File: config.mk
export PLATFORM = sky130hd
export DESIGN_NAME = keypad_scanner_flat
export DESIGN_NICKNAME = d
export VERILOG_FILES = /design/src/rtl/keypad_pkg.sv /design/src/rtl/keypad_if.sv /design/src/rtl/keypad_sync.sv /design/src/rtl/keypad_scanner.sv /design/src/flat_wrapper.sv
export SDC_FILE = /design/constraint.sdc
export NUM_CORES = 1
export LEC_CHECK = 0
export BUFFER_PORTS_ARGS = -buffer_cell sky130_fd_sc_hd__buf_2
export CORE_ASPECT_RATIO = 1.25
export CORE_MARGIN = 2
export CORE_UTILIZATION = 40
export CTS_CLUSTER_DIAMETER = 80
export CTS_CLUSTER_SIZE = 24
export DETAILED_ROUTE_END_ITERATION = 7
export GPL_ROUTABILITY_DRIVEN = 0
export HOLD_SLACK_MARGIN = 0.15
export PLACE_DENSITY = 0.66
export SLEW_MARGIN = 10
export SYNTH_ARGS = -nofsm -noshare
export SYNTH_HDL_FRONTEND = slang
export SYNTH_SLANG_ARGS = --single-unit
File: constraint.sdc
create_clock -name clk -period 3.1 [get_ports clk]
set_clock_uncertainty 0.15 [all_clocks]
set_input_delay 0.62 -clock clk [delete_from_list [all_inputs] [get_ports clk]]
set_output_delay 0.62 -clock clk [all_outputs]
set_load 0.03 [all_outputs]
File: src/rtl/keypad_pkg.sv
// Shared types and constants for the 4x4 matrix keypad scanner.
// Holds the FSM state encoding, the {row,col} -> hex key map, the clear key
// code used by the optional KEYPAD_CLEAR_EN build, and a priority helper.
package keypad_pkg;

  typedef enum logic [1:0] {
    SCAN     = 2'd0,
    DEBOUNCE = 2'd1,
    HELD     = 2'd2
  } state_e;

  // Indexed by {row[1:0], col[1:0]}; index 15 is the leftmost entry.
  //   row0: 1 2 3 A   row1: 4 5 6 B   row2: 7 8 9 C   row3: E 0 F D
  localparam logic [15:0][3:0] KEY_MAP = {
    4'hD, 4'hF, 4'h0, 4'hE,
    4'hC, 4'h9, 4'h8, 4'h7,
    4'hB, 4'h6, 4'h5, 4'h4,
    4'hA, 4'h3, 4'h2, 4'h1
  };

  localparam logic [3:0] CLEAR_CODE = 4'hE;

  // Index of the lowest zero bit; lowest index wins when several are low.
  // Also recovers the driven row from the one-hot-low row vector.
  function automatic logic [1:0] low_index(input logic [3:0] v);
    low_index = 2'd0;
    for (int i = 3; i >= 0; i--) begin
      if (!v[i]) low_index = 2'(i);
    end
  endfunction

endpackage

File: src/rtl/keypad_if.sv
// Keypad-side bus: row drive and column sense toward the matrix, decoded key
// and entry register toward the display. master = scanner, slave = far side.
interface keypad_if;
  logic [3:0]  rows;
  logic [3:0]  cols;
  logic [3:0]  key_code;
  logic        key_valid;
  logic [15:0] entry;

  modport master (
    output rows, key_code, key_valid, entry,
    input  cols
  );

  modport slave (
    input  rows, key_code, key_valid, entry,
    output cols
  );
endinterface

File: src/rtl/keypad_sync.sv
// Two-flop synchronizer for the asynchronous, active-low keypad columns.
module keypad_sync (
  input  logic       clk,
  input  logic       rst,
  input  logic [3:0] d_i,
  output logic [3:0] q_o
);

  logic [3:0] meta_q;
  logic [3:0] sync_q;

  // Resample the columns twice; reset to the pulled-up idle level.
  always_ff @(posedge clk) begin
    if (rst) begin
      meta_q <= 4'hF;
      sync_q <= 4'hF;
    end else begin
      // NOTE: flops always use non-blocking assignments so both stages load
      // their pre-edge values; blocking here would collapse the two stages.
      meta_q <= d_i;
      sync_q <= meta_q;
    end
  end

  assign q_o = sync_q;

endmodule

File: src/rtl/keypad_scanner.sv
// 4x4 matrix keypad scanner: rotates a low row every scan tick, debounces a
// press and a release over DEBOUNCE_TICKS ticks, decodes the hex code and
// shifts accepted digits into a 4-digit entry register.
// Optional build macro KEYPAD_CLEAR_EN: key code E clears the entry register
// instead of shifting in.
module keypad_scanner
  import keypad_pkg::*;
#(
  parameter int SCAN_DIV_W     = 15,
  parameter int DEBOUNCE_TICKS = 4
) (
  input  logic     clk,
  input  logic     rst,
  keypad_if.master kp
);

  localparam logic [3:0] DEB_LAST = 4'(DEBOUNCE_TICKS - 1);

  logic [SCAN_DIV_W-1:0] div_q;
  logic                  tick;
  logic [3:0]            cs;

  state_e      state_q,     state_d;
  logic [3:0]  rows_q,      rows_d;
  logic [1:0]  r_q,         r_d;
  logic [1:0]  c_q,         c_d;
  logic [3:0]  deb_cnt_q,   deb_cnt_d;
  logic [3:0]  rel_cnt_q,   rel_cnt_d;
  logic [3:0]  key_code_q,  key_code_d;
  logic        key_valid_q, key_valid_d;
  logic [15:0] entry_q,     entry_d;

  logic        accept;
  logic [3:0]  acc_idx;
  logic [3:0]  new_code;

  keypad_sync u_sync (
    .clk (clk),
    .rst (rst),
    .d_i (kp.cols),
    .q_o (cs)
  );

  // Free-running scan divider; tick marks the end of each row dwell.
  always_ff @(posedge clk) begin
    if (rst) div_q <= '0;
    else     div_q <= div_q + 1'b1;
  end

  assign tick = &div_q;

  // State and datapath registers.
  always_ff @(posedge clk) begin
    if (rst) begin
      state_q     <= SCAN;
      rows_q      <= 4'b1110;
      r_q         <= 2'd0;
      c_q         <= 2'd0;
      deb_cnt_q   <= 4'd0;
      rel_cnt_q   <= 4'd0;
      key_code_q  <= 4'h0;
      key_valid_q <= 1'b0;
      entry_q     <= 16'h0000;
    end else begin
      state_q     <= state_d;
      rows_q      <= rows_d;
      r_q         <= r_d;
      c_q         <= c_d;
      deb_cnt_q   <= deb_cnt_d;
      rel_cnt_q   <= rel_cnt_d;
      key_code_q  <= key_code_d;
      key_valid_q <= key_valid_d;
      entry_q     <= entry_d;
    end
  end

  // Next-state: scan rotation, press/release debounce, key decode and shift.
  always_comb begin
    // NOTE: every variable gets a default before any branch, so no path
    // leaves one unassigned and no latch is inferred.
    state_d     = state_q;
    rows_d      = rows_q;
    r_d         = r_q;
    c_d         = c_q;
    deb_cnt_d   = deb_cnt_q;
    rel_cnt_d   = rel_cnt_q;
    key_code_d  = key_code_q;
    key_valid_d = 1'b0;
    entry_d     = entry_q;
    accept      = 1'b0;
    acc_idx     = {r_q, c_q};
    new_code    = 4'h0;

    unique case (state_q)
      SCAN: begin
        if (tick) begin
          if (cs == 4'hF) begin
            rows_d = {rows_q[2:0], rows_q[3]};
          end else begin
            // Freeze on the driven row; the detect tick is the first low tick.
            r_d       = low_index(rows_q);
            c_d       = low_index(cs);
            deb_cnt_d = 4'd0;
            state_d   = DEBOUNCE;
            acc_idx   = {low_index(rows_q), low_index(cs)};
            if (DEB_LAST == 4'd0) accept = 1'b1;
          end
        end
      end

      DEBOUNCE: begin
        if (tick) begin
          if (!cs[c_q]) begin
            deb_cnt_d = deb_cnt_q + 4'd1;
            if (deb_cnt_d == DEB_LAST) accept = 1'b1;
          end else begin
            state_d = SCAN;
          end
        end
      end

      HELD: begin
        // Any low column restarts the release count, so a second key pressed
        // while the first is held is absorbed until everything is released.
        if (tick) begin
          if (cs == 4'hF) begin
            rel_cnt_d = rel_cnt_q + 4'd1;
            if (rel_cnt_d >= DEB_LAST) state_d = SCAN;
          end else begin
            rel_cnt_d = 4'd0;
          end
        end
      end

      default: state_d = SCAN;
    endcase

    if (accept) begin
      new_code    = KEY_MAP[acc_idx];
      key_code_d  = new_code;
      key_valid_d = 1'b1;
      rel_cnt_d   = 4'd0;
      state_d     = HELD;
`ifdef KEYPAD_CLEAR_EN
      if (new_code == CLEAR_CODE) entry_d = 16'h0000;
      else                        entry_d = {entry_q[11:0], new_code};
`else
      entry_d = {entry_q[11:0], new_code};
`endif
    end
  end

  assign kp.rows      = rows_q;
  assign kp.key_code  = key_code_q;
  assign kp.key_valid = key_valid_q;
  assign kp.entry     = entry_q;

endmodule

File: src/flat_wrapper.sv
// flat-port wrapper written by rule: the top's interface ports become plain ports
module keypad_scanner_flat import keypad_pkg::*;
#(
  parameter int SCAN_DIV_W     = 15,
  parameter int DEBOUNCE_TICKS = 4
)
  (clk, rst, kp_rows, kp_key_code, kp_key_valid, kp_entry, kp_cols);
  keypad_if kp_i ();
  input  logic clk;
  input  logic rst;
  output wire logic [$bits(kp_i.rows)-1:0] kp_rows;
  output wire logic [$bits(kp_i.key_code)-1:0] kp_key_code;
  output wire logic [$bits(kp_i.key_valid)-1:0] kp_key_valid;
  output wire logic [$bits(kp_i.entry)-1:0] kp_entry;
  input wire logic [$bits(kp_i.cols)-1:0] kp_cols;
  assign kp_rows = kp_i.rows;
  assign kp_key_code = kp_i.key_code;
  assign kp_key_valid = kp_i.key_valid;
  assign kp_entry = kp_i.entry;
  assign kp_i.cols = kp_cols;
  keypad_scanner #(.SCAN_DIV_W(SCAN_DIV_W), .DEBOUNCE_TICKS(DEBOUNCE_TICKS)) u_core (.clk(clk), .rst(rst), .kp(kp_i));
endmodule
==> results of run 1 <==
[area by class of cell]
cell class	count	area, um^2	share of cell area
clock buffers	10	138	0.0433
inverters	13	48.8	0.0153
multi-input cells	239	1510	0.474
well taps	90	113	0.0354
flip-flops and latches	58	1160	0.365
clock inverters	6	41.3	0.0130
repair buffers	33	173	0.0543
[metrics by stage]
stage / std cells / worst slack, ns
CTS: 449 / 0.546
floorplan: 324 / 0.653
global placement: 433 / 0.618
global route: 449 / 0.256
finish: 449 / 0.511
detailed placement: 433 / 0.564
[cells in the mapped netlist, drive strengths merged (3+ instances only)]
master	count	area [um^2]
nor2b	5	31.3
or2	9	56.3
inv	13	48.8
and3	3	20.0
ha	10	125
a21boi	5	37.5
o21ai	10	50.1
a211o	3	26.3
dfxtp	58	1160
buf	8	56.3
nand3b	3	22.5
a211oi	3	27.5
mux2i	3	30.0
nand2	36	135
and2	4	27.5
nand4	7	43.8
xnor2	4	35.0
nor3	10	55.1
xor2	11	96.3
clkbuf	6	22.5
a21oi	29	145
nor2	36	145
a31oi	3	18.8
nand3	18	103
[cells in the final DEF, fill, tap and decap left out, types with 11 or more instances in the layout]
cell type | synthesis | final
buf_2 | 3 | 30
inv_1 | 13 | 13
nor2_1 | 34 | 34
a21oi_1 | 29 | 29
xor2_1 | 11 | 11
dfxtp_1 | 58 | 58
nand2_1 | 36 | 36
nand3_1 | 17 | 17
[report_power, final]
group / leakage [uW] / internal, uW / switching, uW
clock network: 0.0000847 / 311 / 320
registers: 0.000470 / 753 / 6.31
logic: 0.000696 / 14.1 / 25.6
total: 0.00125 / 1080 / 352
[how the worst min path moves through the flow]
stage / end / slack (ns) / depth (start not counted)
after floorplan: u_core.u_sync.q_o[0] / 0.24 / 1
after global placement: u_core.u_sync.q_o[1] / 0.24 / 1
after detailed placement: u_core.u_sync.q_o[2] / 0.25 / 1
after CTS: u_core.u_sync.q_o[2] / 0.26 / 1
after global routing: u_core.u_sync.q_o[3] / 0.28 / 1
final: u_core.u_sync.q_o[3] / 0.26 / 1
[registers in the layout, indices dropped and copies added (netlist names)]
signal	count
u_core.c_q	2
u_core.kp.entry	16
u_core.r_q	2
u_core.div_q	15
u_core.deb_cnt_q	4
u_core.u_sync.meta_q	4
u_core.u_sync.q_o	4
u_core.kp.key_valid	1
u_core.kp.rows	4
u_core.state_q	2
u_core.rel_cnt_q	4
[cell families (layout without fill, tap and decap cells)]
kind of cell,Yosys count,in the layout,synth area share
AO/OA/AOI/OAI,65,65,0.149
XOR/XNOR,15,15,0.0470
adder cells (fa/ha/maj),10,10,0.0448
buffers and inverters,27,62,0.0457
flip-flops,58,58,0.415
multiplexers,6,6,0.0269
AND/OR/NAND/NOR,143,143,0.272
[routing by layer]
| layer | GRT usage | up-vias | wire, um |
|---|---|---|---|
| li1 | - | 1190 | - |
| met1 | 0.201 | 1063 | 2700 |
| met4 | 0.0891 | 0 | 151 |
| met2 | 0.250 | 64 | 2660 |
| met5 | 0 | - | 0 |
| met3 | 0.0455 | 15 | 266 |
==> results by group, run 1 <==
Critical path
  – CP cell instances: ha_1, and3_1, nand4_1, a21oi_1, inv_1, ha_1, a21boi_0, a211oi_1, o31a_1
  – Crit path DAT: 2.74 ns
  – CP startpoint: u_core.div_q[0]
  – Startpoint Class: register
  – Crit path max-delay cell type: dfxtp_1
  – Worst path bufs/invs: 1
  – Reg-to-reg slack, setup: 0.51 ns
  – Crit path capture type: register
  – Most frequent CP cell: ha_1
  – Worst setup endpoint: u_core.kp.entry[2]
  – Biggest cell delay along the critical path: 0.39 ns
  – R2R Path End: u_core.kp.entry[2]
  – Setup CP Type: register to register
  – Reg2reg path depth: 9
  – Critical path fanouts, max: 7
  – Cell family with most CP delay: compound AO/OA/AOI/OAI gates
  – Cell depth of the worst setup path: 9
  – WP data required: 3.25 ns
  – Reg2reg start: u_core.div_q[0]

Synthesis
  – Cell count after synthesis: 324
  – Top_reg_cell synth: dfxtp_1
  – Avg Cell Area, Syn: 8.63 um^2
  – Synthesized area: 2800 um^2
  – Syn Nets: 340
  – Number of synthesis warnings: 0
  – Post-synth ARST share: 0
  – Post-synth cell types: 57
  – Synth Register Bits: 58
  – EDFF count, synth: 0
  – Sequential fraction of the synthesis area: 0.415

Timing
  – Worst rel slew slack: 0.652
  – RSZ-0062 raised after global routing: no
  – Fmax: 386 MHz
  – Pins Over Slew Limit: 0
  – Setup violators final: 0
  – Fin Setup TNS: 0 ns
  – Final min period: 2.59 ns
  – Final period utilization: 0.835
  – Final Hold Vio Count: 0
  – Slew @ Worst Pin: 0.521 ns
  – WHS: 0.259 ns

Die
  – Die W: 78.8 um
  – Die area: 7680 um^2
  – Boundary Pins: 31
  – Core Rows: 34
  – Die Span Y: 97.5 um
  – Initial Util: 0.408
  – Core region area: 6850 um^2

GRT
  – Aggregate global-route resource usage: 0.162
  – Initial antenna violation count: 0
  – First-pass GRT wire length: 9940 um
  – Largest net degree at the start of global routing: 32
  – GR Overflow Total: 0
  – Vias in the first global route: 2223

Power
  – P_leak: 0.00125 uW
  – VDD IR max: 0.282 mV
  – PwrDens: 450 nW/um^2
  – Pwr Total: 1430 uW

Place
  – DP Area: 3000 um^2
  – Estimated wirelength of the detail-placed design: 4120 um
  – Port buffer count: 30

Clocking
  – Post-CTS Hold Buffers: 0
  – Root buf cell: clkbuf_8
  – H-tree depth: 3
  – Post_cts resized: 0
  – Clock tree sinks: 58
  – Worst-Skew Late Latency: 0.35 ns
  – Clk buf depth: 2
  – Setup Buffers After CTS: 0
  – Clock-pin slew on the worst setup and hold paths: 0.08 ns
  – CTS buffer count: 9
  – CTS tree: built

Cells and area
  – Layout cells sized above 1: 0.206
  – Area grow syn2layout: 13.8%
  – Final instance area: 3180 um^2
  – Fillcell total: 665
  – # diodes: 0
  – Final nets: 370
  – Final Util: 0.464

Hold path
  – HP Class: register to register
  – Min-delay src: u_core.u_sync.meta_q[3]

Detailed routing
  – WL/cell: 12.9 um
  – Routed WL: 5780 um
  – Via density per instance: 5.19
  – Remaining antenna violation count: 0
  – Detailed-router iteration count before antenna repair: 4
  – Via count: 2332
  – DRT iter0 DRCs: 101
  – # DRC: 0

Run status
  – Status: finished clean

Flow run
  – Max-Cap Viols: 0
No activity file was read; power rests on OpenSTA's default activity.
==> run 2, diff against run 1 <==
--- a/config.mk
+++ b/config.mk
@@ -14,7 +14,7 @@
 export DETAILED_ROUTE_END_ITERATION = 7
 export GPL_ROUTABILITY_DRIVEN = 0
 export HOLD_SLACK_MARGIN = 0.15
-export PLACE_DENSITY = 0.66
+export PLACE_DENSITY = 0.68
 export SLEW_MARGIN = 10
 export SYNTH_ARGS = -nofsm -noshare
 export SYNTH_HDL_FRONTEND = slang
==> constraint.sdc (replaced) <==
create_clock -name clk -period 2.1 [get_ports clk]
set_clock_uncertainty 0.15 [all_clocks]
set_input_delay 0.42 -clock clk [delete_from_list [all_inputs] [get_ports clk]]
set_output_delay 0.42 -clock clk [all_outputs]
set_load 0.03 [all_outputs]
==> results by group, run 2 (synthesis results as in run 1) <==
Run status
  – Status: finished with violations
  – Failing checks: negative setup slack

Cells and area
  – Area grow syn2layout: 35.5%
  – Most frequent cells in the layout: buf_4 (52), dfxtp_1 (47), nand2_1 (35), nor2_1 (32), buf_2 (30)
  – Commonest non-fill, non-tap cell in the layout: buf_4
  – Non-filler instance count after layout: 506 (+13%)
  – Max reg flops: 16 (unchanged)
  – Final nets: 427 (+15%)
  – # diodes: 0 (unchanged)
  – Layout cells sized above 1: 0.373 (+0.166)

Detailed routing
  – Detailed-router iteration count before antenna repair: 4 (unchanged)
  – # DRC: 0 (unchanged)
  – WL/cell: 13.3 um (+3.6%)
  – Via count: 2571 (+10%)
  – DRT iter0 DRCs: 141 (+40%)
  – Remaining antenna violation count: 0 (unchanged)
  – Via density per instance: 5.08 (-2.2%)
  – Routed WL: 6750 um (+17%)

GRT
  – GR Overflow Total: 0 (unchanged)
  – Met1 Use GR: 0.218 (+0.0173)
  – Aggregate global-route resource usage: 0.184 (+0.0217)
  – Grt met2 use: 0.307 (+0.0565)
  – First-pass GRT wire length: 11000 um (+11%)
  – GR Util met3: 0.0428 (-0.00279)
  – Initial antenna violation count: 0 (unchanged)
  – Largest net degree at the start of global routing: 24 (-25%)
  – Busiest grt layer: met2
  – Vias in the first global route: 2431 (+9.4%)

Critical path
  – Startpoint Class: register
  – Reg-to-reg slack, setup: -0.09 ns (-0.60 ns)
  – WP data required: 2.24 ns (-1.01 ns)
  – Crit path capture type: register
  – Critical path fanouts, max: 8 (+1)
  – Crit path DAT: 2.33 ns (-0.41 ns)
  – Setup CP Type: register to register

Clocking
  – Root buf cell: clkbuf_8
  – Clock tree sinks: 58 (unchanged)
  – Worst-Skew Late Latency: 0.35 ns (about the same)
  – H-tree depth: 3 (unchanged)
  – Clock-pin slew on the worst setup and hold paths: 0.07 ns (about the same)
  – CTS buffer count: 9 (unchanged)
  – Clk buf depth: 2 (unchanged)
  – CTS tree: built

Timing
  – Final Hold Vio Count: 0 (unchanged)
  – Final period utilization: 1.04 (+0.209)
  – Worst rel slew slack: 0.724 (+0.0714)
  – Setup violators final: 17 (+17)
  – RSZ-0062 raised after global routing: yes
  – Fmax: 456 MHz (+18%)
  – Final Worst Setup Slack: -0.0923 ns (-0.603 ns)
  – Slew @ Worst Pin: 0.414 ns (-0.107 ns)
  – Pins Over Slew Limit: 0 (unchanged)
  – Final min period: 2.19 ns (-0.397 ns)

Die
  – Die area: 7680 um^2 (unchanged)
  – Core region area: 6850 um^2 (unchanged)
  – Initial Util: 0.408 (unchanged)
  – Core Rows: 34 (unchanged)
  – Die Span Y: 97.5 um (unchanged)
  – Die W: 78.8 um (unchanged)
  – Boundary Pins: 31 (unchanged)

Power
  – VDD IR max: 0.489 mV (+73%)
  – PwrDens: 609 nW/um^2 (+36%)
  – Pwr Total: 2310 uW (+61%)
  – P_leak: 0.00157 uW (+26%)

Flow run
  – Max-Cap Viols: 0 (unchanged)

Hold path
  – HP Class: register to register

Place
  – Estimated wirelength of the detail-placed design: 4680 um (+13%)
  – DP Cell Count: 482 (+11%)
  – Port buffer count: 30 (unchanged)
==> run 2: cell count changes in the layout (fill, tap and decap cells not counted), moves of 4 or more <==
cell / previous run / this run
buf_4: 3 / 52
buf_6: 0 / 4
dfxtp_1: 58 / 47
dfxtp_2: 0 / 9
dlygate4sd3_1: 0 / 4
==> run 2: critical path: stages (launching register included) <==
cell       delay [ns]
dfxtp_2          0.34
mux4_2           0.57
nor4_4           0.26
o2111ai_2        0.25
nor2_4           0.19
buf_4            0.17
nand2_1          0.06
a21oi_1          0.14
==> run 2: metrics by stage <==
stage	utilization	TNS [ns]	hold WS [ns]	instance area (um^2)	setup slack (ns)
after global placement	0.501	-1.18	0.240	3430	-0.0839
after floorplan	-	-0.0273	0.239	2870	-0.0273
final	0.553	-1.05	0.258	3790	-0.0923
after CTS	0.545	-0.635	0.259	3730	-0.0645
after detailed placement	0.501	-1.70	0.243	3430	-0.119
after global routing	0.553	-3.01	0.274	3790	-0.213
==> run 2: timing repair <==
item	in CTS	in global routing
gates resized for setup	8	12
hold buffers	4	0
setup endpoints to repair	17	23
hold endpoints to repair	4	0
pin swaps	4	4
setup buffers	3	1
==> run 2: worst paths after layout <==
path	from	to	cells after the start
max	u_core.c_q[1]	u_core.kp.entry[13]	7
max reg2reg	u_core.c_q[1]	u_core.kp.entry[13]	7
min reg2reg	u_core.u_sync.meta_q[0]	u_core.u_sync.q_o[0]	1
min	u_core.u_sync.meta_q[0]	u_core.u_sync.q_o[0]	1
==> run 2: power by group <==
group | internal [uW] | total [uW] | switching [uW] | leakage, uW
clock network | 617 | 1100 | 484 | 0.000103
logic | 41.6 | 91.5 | 49.9 | 0.000994
registers | 1110 | 1120 | 6.41 | 0.000473
==> run 2: final cells by class <==
type | instances | area, um^2
fill | 602 | 3060
multi-input combinational | 239 | 1610
sequential | 58 | 1180
timing repair buffer | 90 | 626
clock buffer | 10 | 149
tap | 90 | 113
clock inverter | 6 | 63.8
inverter | 13 | 48.8
==> run 2: per-layer routing <==
layer / vias up / wire length, um
li1: 1303 / -
met1: 1216 / 3010
met4: 0 / 117
met3: 8 / 234
met5: - / 0
met2: 44 / 3390
==> run 3, diff against run 2 <==
--- a/config.mk
+++ b/config.mk
@@ -18,4 +18,5 @@
 export SLEW_MARGIN = 10
 export SYNTH_ARGS = -nofsm -noshare
 export SYNTH_HDL_FRONTEND = slang
+export SYNTH_HIERARCHICAL = 1
 export SYNTH_SLANG_ARGS = --single-unit
==> results by group, run 3 <==
Run status
  – Status: finished with violations
  – Failing checks: negative setup slack

GRT
  – Largest net degree at the start of global routing: 38 (+58%)
  – GR Overflow Total: 0 (unchanged)
  – GR Util met3: 0.0474 (+0.00465)
  – Aggregate global-route resource usage: 0.184 (+0.000903)
  – Initial antenna violation count: 0 (unchanged)
  – First-pass GRT wire length: 11200 um (+1.2%)
  – Met1 Use GR: 0.214 (-0.00473)
  – Busiest grt layer: met2
  – Vias in the first global route: 2488 (+2.3%)
  – Grt met2 use: 0.310 (+0.00329)

Cells and area
  – # diodes: 0 (unchanged)
  – Final nets: 431 (+0.94%)
  – Max reg flops: 15 (-1)
  – Most frequent cells in the layout: buf_4 (54), dfxtp_1 (44), nand2_1 (41), nor2_1 (36), buf_2 (30)
  – Reg with most FFs: u_core/div_q
  – Final instance area: 3870 um^2 (+2.2%)
  – Commonest non-fill, non-tap cell in the layout: buf_4
  – Area grow syn2layout: 38.2%
  – Layout cells sized above 1: 0.374 (+0.00121)
  – Non-filler instance count after layout: 510 (+0.79%)

Timing
  – Worst rel slew slack: 0.705 (-0.0192)
  – Final period utilization: 1.16 (+0.111)
  – Final Worst Setup Slack: -0.326 ns (-0.234 ns)
  – Final min period: 2.43 ns (+0.234 ns)
  – Pins Over Slew Limit: 0 (unchanged)
  – Setup violators final: 10 (-7)
  – Final Hold Vio Count: 0 (unchanged)
  – RSZ-0062 raised after global routing: yes
  – Fmax: 412 MHz (-9.6%)
  – Slew @ Worst Pin: 0.442 ns (+0.0277 ns)

Critical path
  – Crit path capture type: register
  – Critical path fanouts, max: 3 (-5)
  – WP data required: 2.17 ns (-0.07 ns)
  – Startpoint Class: register
  – Setup CP Type: register to register
  – Crit path DAT: 2.49 ns (+0.16 ns)

Detailed routing
  – Via density per instance: 5.13 (+0.88%)
  – # DRC: 0 (unchanged)
  – DRT iter0 DRCs: 120 (-15%)
  – Remaining antenna violation count: 0 (unchanged)
  – Detailed-router iteration count before antenna repair: 4 (unchanged)
  – WL/cell: 13.6 um (+1.9%)
  – Via count: 2614 (+1.7%)
  – Routed WL: 6930 um (+2.7%)

Clocking
  – Clock-pin slew on the worst setup and hold paths: 0.07 ns (about the same)
  – CTS tree: built
  – Clk buf depth: 2 (unchanged)
  – CTS buffer count: 9 (unchanged)
  – Clock tree sinks: 58 (unchanged)
  – H-tree depth: 3 (unchanged)
  – Root buf cell: clkbuf_8
  – Worst-Skew Late Latency: 0.34 ns (about the same)

Synthesis
  – Sequential fraction of the synthesis area: 0.414 (-0.000928)
  – Synth Register Bits: 58 (unchanged)
  – Most frequent cells after synthesis: dfxtp_1 (58), nand2_1 (41), nor2_1 (36), a21oi_1 (30), nand3_1 (15)
  – Syn Nets: 338 (-0.59%)
  – Area leader, netlist: dfxtp_1
  – EDFF count, synth: 0 (unchanged)
  – Synth top area share: 0.414 (-0.000928)
  – Top_reg_cell synth: dfxtp_1
  – Avg Cell Area, Syn: 8.70 um^2 (+0.85%)
  – Post-synth ARST share: 0 (unchanged)
  – Cell count after synthesis: 322 (-0.62%)
  – Post-synth cell types: 55 (-3.5%)
  – Synthesized area: 2800 um^2 (+0.22%)
  – Top post-synthesis cells by area: dfxtp_1 (41%), nand2_1 (5.5%), a21oi_1 (5.4%)
  – Most common cell in the synthesized netlist: dfxtp_1
  – Number of synthesis warnings: 6 (+6)

Power
  – P_leak: 0.00165 uW (+5.1%)
  – PwrDens: 579 nW/um^2 (-4.9%)
  – VDD IR max: 0.627 mV (+28%)

Place
  – DP Area: 3410 um^2 (-0.69%)
  – DP Cell Count: 480 (-0.41%)
  – Estimated wirelength of the detail-placed design: 4680 um (+0.13%)
  – Dpl ws: -0.325 ns (-0.205 ns)
  – Port buffer count: 30 (unchanged)

Die
  – Core region area: 6890 um^2 (+0.62%)
  – Die area: 7690 um^2 (+0.21%)
  – Initial Util: 0.406 (-0.00161)
  – Core Rows: 34 (unchanged)
  – Die Span Y: 97.6 um (+0.11%)
  – Boundary Pins: 31 (unchanged)
  – Die W: 78.9 um (+0.10%)

Hold path
  – HP Class: register to register

Flow run
  – Max-Cap Viols: 0 (unchanged)
-- run 3: changes by cell type in the layout (fill, tap and decap cells not counted), sizes merged, moves of 3 or more --
cell / delta
buf: +6
nand2: +6
inv: -4
nand3b: +3
nor3: -5
a31oi: -3
a211o: -3
nand2b: +3
-- run 3: report_power, final --
part | switching (uW) | internal (uW) | leakage, uW
clock | 476 | 544 | 0.0000954
combinational | 55.7 | 46.8 | 0.00108
sequential | 6.85 | 1110 | 0.000476
total | 539 | 1700 | 0.00165
-- run 3: cell type report --
cell class	count	area (um^2)
clock buffer	9	124
clock inverter	7	68.8
fill	612	3020
inverter	8	32.5
multi-input combinational	242	1670
sequential	58	1180
tap	90	113
timing repair buffer	96	686
-- run 3: stage by stage --
| step | util | TNS [ns] | hold slack, ns | power (uW) |
|---|---|---|---|---|
| floorplan | - | -0.866 | 0.233 | 1190 |
| global placement | 0.495 | -0.978 | 0.238 | 1230 |
| detailed placement | 0.495 | -2.16 | 0.240 | 1240 |
| CTS | 0.543 | -0.774 | 0.260 | 2260 |
| global route | 0.562 | -1.93 | 0.271 | 2330 |
| finish | 0.562 | -0.939 | 0.254 | 2240 |
-- run 3: worst max-delay path: stages (launching register included) --
cell and delay [ns]:
dfxtp_1 0.38, nand4_4 0.13, nor4_4 0.37, nand2_4 0.09, mux2_4 0.33, inv_4 0.07
ha_4 0.11, or3b_4 0.37, a32oi_1 0.21, o21ai_1 0.09
-- run 3: timing repair --
item	4_1_cts	5_1_grt
resized for setup	14	25
pin swaps	6	7
buffers inserted	5	6
hold endpoints to repair	4	0
hold buffers	4	0
setup endpoints to repair	26	26
-- run 3: per-layer routing --
layer  vias up  routed length (um)
met1      1243                2900
li1       1303                   -
met5         -                   0
met2        58                3590
met4         0                 148
met3        10                 299
-- run 3: worst paths after layout --
path,start,endpoint,slack (ns),depth (start not counted)
max,u_core/div_q[12],u_core/kp.key_code[1],-0.33,9
min reg2reg,u_core/u_sync/meta_q[3],u_core/u_sync/q_o[3],0.25,1
max reg2reg,u_core/div_q[12],u_core/kp.key_code[1],-0.33,9
min,u_core/u_sync/meta_q[3],u_core/u_sync/q_o[3],0.25,1
-- run 3: cell families after synthesis --
kind of cell,count (synthesis),share of synthesized area
AND/OR/NAND/NOR,153,0.303
buffers and inverters,22,0.0389
flip-flops,58,0.414
AO/OA/AOI/OAI,58,0.126
XOR/XNOR,14,0.0438
adder cells (fa/ha/maj),10,0.0447
multiplexers,7,0.0299
